### src/rtl/serial_add_pkg.sv
// Shared constants and FSM state encoding for the bit-serial adder.
package serial_add_pkg;

  localparam int DEF_WIDTH = 8;

  typedef enum logic [1:0] {
    ST_IDLE = 2'b00,
    ST_RUN  = 2'b01,
    ST_DONE = 2'b10
  } state_e;

endpackage

### src/rtl/serial_add_ctrl_if.sv
// Request/result bundle between a requesting datapath (master) and the
// serial adder controller (slave).
interface serial_add_ctrl_if
  import serial_add_pkg::*;
#(
  parameter int WIDTH = DEF_WIDTH
) ();

  logic             start;
  logic [WIDTH-1:0] a;
  logic [WIDTH-1:0] b;
  logic             cin;
  logic             busy;
  logic             done;
  logic [WIDTH-1:0] sum;
  logic             cout;

  modport master (output start, a, b, cin, input busy, done, sum, cout);
  modport slave  (input start, a, b, cin, output busy, done, sum, cout);

endinterface

### src/rtl/serial_add_ctrl_fa_cell.sv
// Gate-level adder cells: a half adder and a full adder built from two of them.
module ha (
  input  logic x,
  input  logic y,
  output logic s,
  output logic c
);
  assign s = x ^ y;
  assign c = x & y;
endmodule

module fa_cell (
  input  logic x,
  input  logic y,
  input  logic ci,
  output logic s,
  output logic co
);
  logic p, g0, g1;

  // First stage forms propagate/generate, second folds in the carry.
  ha u_ha0 (.x(x), .y(y),  .s(p), .c(g0));
  ha u_ha1 (.x(p), .y(ci), .s(s), .c(g1));

  assign co = g0 | g1;
endmodule

### src/rtl/serial_add_ctrl.sv
// Bit-serial adder controller: runs one shared full-adder cell over the
// operands LSB-first, one bit per clock, and publishes sum/cout on completion.
module serial_add_ctrl
  import serial_add_pkg::*;
#(
  parameter int WIDTH = DEF_WIDTH
) (
  input  logic             clk,
  input  logic             rst_n,
  serial_add_ctrl_if.slave bus
);

  localparam int            CW   = $clog2(WIDTH);
  localparam logic [CW-1:0] LAST = CW'(WIDTH - 1);

  state_e           state_q;
  logic [WIDTH-1:0] a_sh_q, b_sh_q, s_sh_q, sum_q;
  logic [WIDTH-1:0] s_sh_d;
  logic [CW-1:0]    cnt_q;
  logic             carry_q, cout_q, busy_q, done_q;
  logic             fa_s, fa_co;

  fa_cell u_fa (
    .x  (a_sh_q[0]),
    .y  (b_sh_q[0]),
    .ci (carry_q),
    .s  (fa_s),
    .co (fa_co)
  );

  // New sum bit enters at the MSB; after WIDTH shifts bit 0 holds the LSB.
  assign s_sh_d = WIDTH'({fa_s, s_sh_q} >> 1);

  // FSM, datapath shift registers and result registers in one clocked block.
  always_ff @(posedge clk or negedge rst_n) begin
    if (!rst_n) begin
      state_q <= ST_IDLE;
      a_sh_q  <= '0;
      b_sh_q  <= '0;
      s_sh_q  <= '0;
      sum_q   <= '0;
      cnt_q   <= '0;
      carry_q <= 1'b0;
      cout_q  <= 1'b0;
      busy_q  <= 1'b0;
      done_q  <= 1'b0;
    end else begin
      case (state_q)
        // DONE accepts a new request exactly like IDLE, giving back-to-back ops.
        ST_IDLE, ST_DONE: begin
          done_q <= 1'b0;
          if (bus.start) begin
            a_sh_q  <= bus.a;
            b_sh_q  <= bus.b;
            carry_q <= bus.cin;
            cnt_q   <= '0;
            busy_q  <= 1'b1;
            state_q <= ST_RUN;
          end else begin
            busy_q  <= 1'b0;
            state_q <= ST_IDLE;
          end
        end
        ST_RUN: begin
          a_sh_q  <= a_sh_q >> 1;
          b_sh_q  <= b_sh_q >> 1;
          s_sh_q  <= s_sh_d;
          carry_q <= fa_co;
          cnt_q   <= cnt_q + CW'(1);
          if (cnt_q == LAST) begin
            sum_q   <= s_sh_d;
            cout_q  <= fa_co;
            busy_q  <= 1'b0;
            done_q  <= 1'b1;
            state_q <= ST_DONE;
          end
        end
        default: begin
          busy_q  <= 1'b0;
          done_q  <= 1'b0;
          state_q <= ST_IDLE;
        end
      endcase
    end
  end

  assign bus.busy = busy_q;
  assign bus.done = done_q;
  assign bus.sum  = sum_q;
  assign bus.cout = cout_q;

endmodule

### src/flat_wrapper.sv
// flat-port wrapper written by rule: the top's interface ports become plain ports
module serial_add_ctrl_flat import serial_add_pkg::*;
#(
  parameter int WIDTH = DEF_WIDTH
)
  (clk, rst_n, bus_start, bus_a, bus_b, bus_cin, bus_busy, bus_done, bus_sum, bus_cout);
  serial_add_ctrl_if #(.WIDTH(WIDTH)) bus_i ();
  input  logic clk;
  input  logic rst_n;
  input wire logic [$bits(bus_i.start)-1:0] bus_start;
  input wire logic [$bits(bus_i.a)-1:0] bus_a;
  input wire logic [$bits(bus_i.b)-1:0] bus_b;
  input wire logic [$bits(bus_i.cin)-1:0] bus_cin;
  output wire logic [$bits(bus_i.busy)-1:0] bus_busy;
  output wire logic [$bits(bus_i.done)-1:0] bus_done;
  output wire logic [$bits(bus_i.sum)-1:0] bus_sum;
  output wire logic [$bits(bus_i.cout)-1:0] bus_cout;
  assign bus_i.start = bus_start;
  assign bus_i.a = bus_a;
  assign bus_i.b = bus_b;
  assign bus_i.cin = bus_cin;
  assign bus_busy = bus_i.busy;
  assign bus_done = bus_i.done;
  assign bus_sum = bus_i.sum;
  assign bus_cout = bus_i.cout;
  serial_add_ctrl #(.WIDTH(WIDTH)) u_core (.clk(clk), .rst_n(rst_n), .bus(bus_i));
endmodule
### config.mk
export PLATFORM = sky130hd
export DESIGN_NAME = serial_add_ctrl_flat
export DESIGN_NICKNAME = d
export VERILOG_FILES = /design/src/rtl/serial_add_pkg.sv /design/src/rtl/serial_add_ctrl_if.sv /design/src/rtl/serial_add_ctrl_fa_cell.sv /design/src/rtl/serial_add_ctrl.sv /design/src/flat_wrapper.sv
export SDC_FILE = /design/constraint.sdc
export NUM_CORES = 1
export LEC_CHECK = 0
export ABC_AREA = 1
export CAP_MARGIN = 20
export CORE_ASPECT_RATIO = 0.8
export CORE_UTILIZATION = 56
export DETAILED_ROUTE_END_ITERATION = 16
export HOLD_SLACK_MARGIN = 0.02
export PLACE_DENSITY = 0.83
export SLEW_MARGIN = 20
export SYNTH_ARGS = -nofsm -noshare
export SYNTH_HDL_FRONTEND = slang
export SYNTH_SLANG_ARGS = --single-unit
### constraint.sdc
create_clock -name clk -period 2.2 [get_ports clk]
set_clock_uncertainty 0.05 [all_clocks]
set_input_delay 0.22 -clock clk [delete_from_list [all_inputs] [get_ports clk]]
set_output_delay 0.22 -clock clk [all_outputs]
set_load 0.005 [all_outputs]
==> flow_metrics.env, run 1 <==
export IMPL_critical_path_required_ns=2.34
export IMPL_diodes=0
export IMPL_vias=1427
export IMPL_overflow=0
export IMPL_min_to="u_core.bus.sum[0]$_DFFE_PN0P_"
export IMPL_worstReg2RegEnd="u_core.b_sh_q[3]$_DFFE_PN0P_"
export IMPL_finalCriticalPeriod_ns=1.58
export IMPL_grt_max_degree=40
export IMPL_power_density_mw_per_mm2=1420
export IMPL_reg2reg_from="u_core.state_q[1]$_DFFE_PN0P_"
export IMPL_status="finished clean"
export IMPL_die_h_um=53.8
export IMPL_synth_avg_cell_area_sq_um=8.47
export IMPL_port_buffers=30
export IMPL_numCtsBuffers=5
export IMPL_drc_errors=0
export IMPL_crit_path_end_kind="flip-flop"
export IMPL_syn_area_sq_mm=0.00188
export IMPL_die_area_sq_mm=0.00360
export IMPL_crit_path_max_incr_delay_ns=0.43
export IMPL_synthArstFlopShare_pct=100
export IMPL_cap_violations=0
export IMPL_rrSetupSlack_ns=0.62
export IMPL_groute_usage_overall_pct=22.6
export IMPL_cp_start_kind="flip-flop"
export IMPL_n_fill_cell=258
export IMPL_place_ws_ns=0.647
export IMPL_critPathMaxFanout=32
export IMPL_hold_viol_final=0
export IMPL_tns_ns=0
export IMPL_crit_arrival_ns=1.72
export IMPL_nets=275
export IMPL_via_per_inst=4.87
export IMPL_post_route_period_util_pct=71.7
export IMPL_synth_flop_cell="dfrtp_1"
export IMPL_crit_type="reg2reg"
export IMPL_hp_start="u_core.s_sh_q[1]$_DFFE_PN0P_"
export IMPL_antenna_found_initial=0
export IMPL_grt_pass1_wl_um=5840
export IMPL_ir_drop_v=0.000672
export IMPL_ant_nets=0
export IMPL_core_sq_mm=0.00315
export IMPL_row_count=18
export IMPL_cts_resized_gates=0
export IMPL_post_drt_wl_per_cell_um=11.5
export IMPL_drt_iter0_markers=81
export IMPL_grt_pass1_vias=1375
export IMPL_gp_congestion=0.789
export IMPL_rsz0062_at_grt="no"
export IMPL_fin_hold_ws_ns=0.433
export IMPL_syn2layout_area_growth_pct=20.8
export IMPL_htreeDepth=2
export IMPL_synth_edff_count=0
export IMPL_hold_depth=2
export IMPL_clkLatencyLatePin_ns=0.30
export IMPL_synth_seq_area_share_pct=51.9
export IMPL_ys_types=18
export IMPL_path_clk_slew_ns=0.08
export IMPL_fin_ws_ns=0.622
export IMPL_worstMarginPinSlew_ns=0.818
export IMPL_hpwl_um=2290
export IMPL_final_layout_size_suffix_gt1_share_pct=10.3
export IMPL_synth_seq_cells=39
export IMPL_reg2reg_depth=6
export IMPL_routed_wl_um=3380
export IMPL_cp_cell_sequence="inv_2 -> nand2_4 -> nand2_8 -> inv_6 -> nand2_1 -> nand2_1"
export IMPL_die_w_um=66.8
export IMPL_slew_headroom_pct=45.4
export IMPL_hold_path_class="reg2reg"
export IMPL_netlist_instances=222
export IMPL_yosysWarnings=0
export IMPL_cts_root_buffer="clkbuf_8"
export IMPL_setup_viol=0
export IMPL_fmax_mhz=634
export IMPL_cts_tree="built"
export IMPL_io_pins=31
export IMPL_crit_path_top_delay_cell="dfrtp_1"
export IMPL_cts_sinks=39
export IMPL_start_util_pct=59.6
export IMPL_synth_nets=245
export IMPL_final_max_slew_violation_count=0
export IMPL_cp_common_cell="nand2_1"
export IMPL_firstDrtPassIters=4
export IMPL_clockBufferDepth=2
export IMPL_leakagePower_nw=1.21
-- critical path: cells and delay by family, from the launching register on --
| kind | cells | cell delay, ns |
|---|---|---|
| buf+inv | 2 | 0.34 |
| flops | 1 | 0.43 |
| simple gates | 4 | 0.63 |
-- cells in the mapped netlist, types with 2 or more instances --
cell type / instances / area share (%)
o21ai_2: 8 / 3.7
inv_2: 2 / 0.40
buf_4: 2 / 0.80
ha_1: 2 / 1.3
nand2_1: 73 / 15
dfrtp_1: 39 / 52
nand3_1: 30 / 8.0
inv_1: 39 / 7.8
buf_6: 4 / 2.4
nand2_4: 3 / 1.8
nor2_1: 2 / 0.40
o21ai_0: 10 / 2.7
buf_2: 3 / 0.80
-- flip-flops by register name, summed over array words and instances, names as in the netlist --
name	flops
u_core.bus.busy	1
u_core.bus.sum	8
u_core.bus.cout	1
u_core.a_sh_q	8
u_core.state_q	2
u_core.carry_q	1
u_core.cnt_q	3
u_core.s_sh_q	7
u_core.b_sh_q	8
-- report_power, final --
group	total, W	switching, W	internal [W]	leakage [nW]
combinational	0.00142	0.000831	0.000585	0.674
clock	0.000539	0.000254	0.000285	0.0505
sequential	0.00127	0.000212	0.00106	0.486
-- logic make-up after synthesis --
family                     after synthesis  share of synthesized area [%]
and+or+nand+nor                        110                           26.4
buffers and inverters                   51                           12.6
DFF                                     39                           51.9
AOI/OAI and AO/OA                       19                           6.65
adders and majority gates                3                           2.40
-- worst max-delay path by stage --
stage | start | end | cells past startpoint
detailed placement | u_core.state_q[1]$_DFFE_PN0P_ | u_core.a_sh_q[1]$_DFFE_PN0P_ | 6
finish | u_core.state_q[1]$_DFFE_PN0P_ | u_core.b_sh_q[3]$_DFFE_PN0P_ | 6
CTS | u_core.state_q[1]$_DFFE_PN0P_ | u_core.b_sh_q[3]$_DFFE_PN0P_ | 6
floorplan | u_core.cnt_q[0]$_DFFE_PN0P_ | u_core.bus.sum[1]$_DFFE_PN0P_ | 6
global placement | u_core.state_q[1]$_DFFE_PN0P_ | u_core.b_sh_q[5]$_DFFE_PN0P_ | 6
global route | u_core.state_q[1]$_DFFE_PN0P_ | u_core.b_sh_q[2]$_DFFE_PN0P_ | 6
-- metal layers --
metal,track usage (%),share of wire (%)
met5,0,0
met3,6.99,3.4
met2,34.5,45
met4,11.3,1.4
met1,29.5,50
-- area by class of cell --
cell class,count,area (sq um),share of cell area (%)
clock buffers,7,96.3,4.24
flip-flops and latches,39,976,43.0
well taps,40,50.0,2.20
multi-input cells,132,667,29.4
clock inverters,1,7.51,0.330
repair buffers,32,313,13.8
inverters,42,163,7.16
-- per-stage QoR --
step / instance area, sq um / total power, W / utilization, % / std cells
after detailed placement: 2160 / 0.00269 / 68.5 / 284
after floorplan: 1880 / 0.00235 / - / 222
after global routing: 2270 / 0.00353 / 72.1 / 293
final: 2270 / 0.00322 / 72.1 / 293
after global placement: 2160 / 0.00264 / 68.5 / 284
after CTS: 2270 / 0.00325 / 72.1 / 293
-- layout by cell type, fill, tap and decap left out --
cell type	n
buf_4	1
dlygate4sd3_1	1
nand2_4	3
clkinvlp_4	1
inv_1	39
a21oi_1	1
ha_1	2
fa_1	1
nor2_4	1
inv_2	2
nand3_1	30
inv_6	1
clkbuf_8	7
clkdlybuf4s50_1	29
nand2_8	1
buf_2	1
nand2_1	73
o21ai_0	10
o21ai_2	8
nor2_1	2
dfrtp_1	39
-- timing repair --
item / in CTS / in global routing
hold buffers: 1 / 0
hold endpoints to repair: 39 / 0
setup buffers: 0 / 0
Power figures use the tool's default switching activity.
==> run 2: changes to the inputs <==
--- a/config.mk
+++ b/config.mk
@@ -8,10 +8,10 @@
 export ABC_AREA = 1
 export CAP_MARGIN = 20
 export CORE_ASPECT_RATIO = 0.8
-export CORE_UTILIZATION = 56
+export CORE_UTILIZATION = 52
 export DETAILED_ROUTE_END_ITERATION = 16
 export HOLD_SLACK_MARGIN = 0.02
-export PLACE_DENSITY = 0.83
+export PLACE_DENSITY = 0.78
 export SLEW_MARGIN = 20
 export SYNTH_ARGS = -nofsm -noshare
 export SYNTH_HDL_FRONTEND = slang
==> constraint.sdc (replaced) <==
create_clock -name clk -period 1.6 [get_ports clk]
set_clock_uncertainty 0.05 [all_clocks]
set_input_delay 0.16 -clock clk [delete_from_list [all_inputs] [get_ports clk]]
set_output_delay 0.16 -clock clk [all_outputs]
set_load 0.005 [all_outputs]
==> flow_metrics.env, run 2 (synthesis gave the netlist of run 1 again) <==
export IMPL_status="finished clean"
export IMPL_critPathMaxFanout=3
export IMPL_rsz0062_at_grt="no"
export IMPL_die_area_sq_mm=0.00386
export IMPL_total_power_w=0.00452
export IMPL_post_route_period_util_pct=92.4
export IMPL_start_util_pct=54.6
export IMPL_cp_cell_sequence="clkdlybuf4s50_1"
export IMPL_setup_viol=0
export IMPL_path_buf_inv=1
export IMPL_io_pins=31
export IMPL_fmax_mhz=676
export IMPL_core_sq_mm=0.00345
export IMPL_vias=1481
export IMPL_postLayoutCoreUtil_pct=66.9
export IMPL_overflow=0
export IMPL_clockBufferDepth=2
export IMPL_routed_wl_um=3670
export IMPL_crit_path_end_kind="output pin"
export IMPL_finalCriticalPeriod_ns=1.48
export IMPL_drc_errors=0
export IMPL_path_clk_slew_ns=0.08
export IMPL_via_per_inst=4.97
export IMPL_hold_path_class="in2async"
export IMPL_nets=278
export IMPL_cap_violations=0
export IMPL_die_h_um=55.8
export IMPL_row_count=19
export IMPL_die_w_um=69.2
export IMPL_cts_root_buffer="clkbuf_8"
export IMPL_worstReg2RegEnd="u_core.bus.sum[0]$_DFFE_PN0P_"
export IMPL_groute_usage_overall_pct=22.0
export IMPL_antenna_found_initial=0
export IMPL_critical_path_required_ns=1.39
export IMPL_n_fill_cell=286
export IMPL_drt_iter0_markers=76
export IMPL_power_density_mw_per_mm2=1960
export IMPL_cp_start_kind="flip-flop"
export IMPL_final_common_cell="nand2_1"
export IMPL_final_cell_mix="nand2_1, inv_1, dfrtp_1"
export IMPL_syn2layout_area_growth_pct=22.6
export IMPL_hpwl_um=2480
export IMPL_slew_headroom_pct=69.3
export IMPL_leakagePower_nw=1.23
export IMPL_rrSetupSlack_ns=0.18
export IMPL_ant_nets=0
export IMPL_post_drt_wl_per_cell_um=12.3
export IMPL_diodes=0
export IMPL_clkLatencyLatePin_ns=0.29
export IMPL_crit_path_max_incr_delay_ns=0.55
export IMPL_reg2reg_from="u_core.cnt_q[0]$_DFFE_PN0P_"
export IMPL_cts_tree="built"
export IMPL_fin_hold_ws_ns=0.305
export IMPL_cts_hold_buf=1
export IMPL_final_layout_size_suffix_gt1_share_pct=10.9
export IMPL_crit_type="reg2out"
export IMPL_gp_congestion=0.795
export IMPL_regArea_sq_um=976
export IMPL_final_max_slew_violation_count=0
export IMPL_cp_top_family="buffers and inverters"
export IMPL_tns_ns=0
export IMPL_cts_sinks=39
export IMPL_cts_resized_gates=0
export IMPL_worstMarginPinSlew_ns=0.461
export IMPL_crit_cells=1
export IMPL_htreeDepth=2
export IMPL_port_buffers=30
export IMPL_crit_path_top_delay_cell="clkdlybuf4s50_1"
export IMPL_grt_pass1_vias=1476
export IMPL_firstDrtPassIters=4
export IMPL_cts_setup_buffers=0
export IMPL_grt_max_degree=23
export IMPL_numCtsBuffers=5
export IMPL_crit_arrival_ns=1.27
export IMPL_hold_viol_final=0
export IMPL_multiInputGateArea_sq_um=667
export IMPL_grt_pass1_wl_um=6660
export IMPL_reg2reg_depth=6
export IMPL_ir_drop_v=0.000959
==> run 2: report_power, final <==
group,leakage (nW),switching (W),internal (W)
Combinational,0.692,0.00122,0.000849
Clock,0.0515,0.000329,0.000393
Sequential,0.486,0.000279,0.00145
Total,1.23,0.00182,0.00270
==> run 2: through the flow <==
step / std cells / cell area [sq um] / worst slack, ns
2_1_floorplan: 222 / 1880 / 0.317
3_5_place_dp: 289 / 2200 / 0.199
4_1_cts: 298 / 2310 / 0.101
3_3_place_gp: 289 / 2200 / 0.248
5_1_grt: 298 / 2310 / 0.0783
6_report: 298 / 2310 / 0.121
==> run 2: layer usage <==
metal / global-route usage, % / up-vias / share of wire [%]
met5: 0 / - / 0
met4: 8.16 / 0 / 1.4
met3: 4.35 / 5 / 4.1
met2: 36.3 / 38 / 49
met1: 29.0 / 700 / 46
li1: - / 738 / -
==> run 2: layout make-up <==
| class | instances | area share [%] |
|---|---|---|
| sequential | 39 | 42.3 |
| clock buffer | 8 | 4.34 |
| timing repair buffer | 35 | 15.1 |
| tap | 42 | 2.28 |
| inverter | 42 | 7.05 |
| multi-input combinational | 132 | 28.9 |
==> run 2: worst max path at each step <==
stage,from,slack (ns),end
floorplan,u_core.cnt_q[0]$_DFFE_PN0P_,0.32,u_core.bus.sum[1]$_DFFE_PN0P_
detailed placement,u_core.cnt_q[0]$_DFFE_PN0P_,0.20,u_core.bus.sum[0]$_DFFE_PN0P_
CTS,u_core.state_q[1]$_DFFE_PN0P_,0.10,bus_done
finish,u_core.state_q[1]$_DFFE_PN0P_,0.12,bus_done
global route,u_core.state_q[1]$_DFFE_PN0P_,0.08,bus_done
global placement,u_core.cnt_q[0]$_DFFE_PN0P_,0.25,u_core.bus.sum[0]$_DFFE_PN0P_
==> run 3: changes to the inputs <==
--- a/config.mk
+++ b/config.mk
@@ -9,6 +9,7 @@
 export CAP_MARGIN = 20
 export CORE_ASPECT_RATIO = 0.8
 export CORE_UTILIZATION = 52
+export CTS_CLUSTER_SIZE = 25
 export DETAILED_ROUTE_END_ITERATION = 16
 export HOLD_SLACK_MARGIN = 0.02
 export PLACE_DENSITY = 0.78
==> results of run 3 <==
The final DEF is identical to that of run 2; final timing and power are the same.
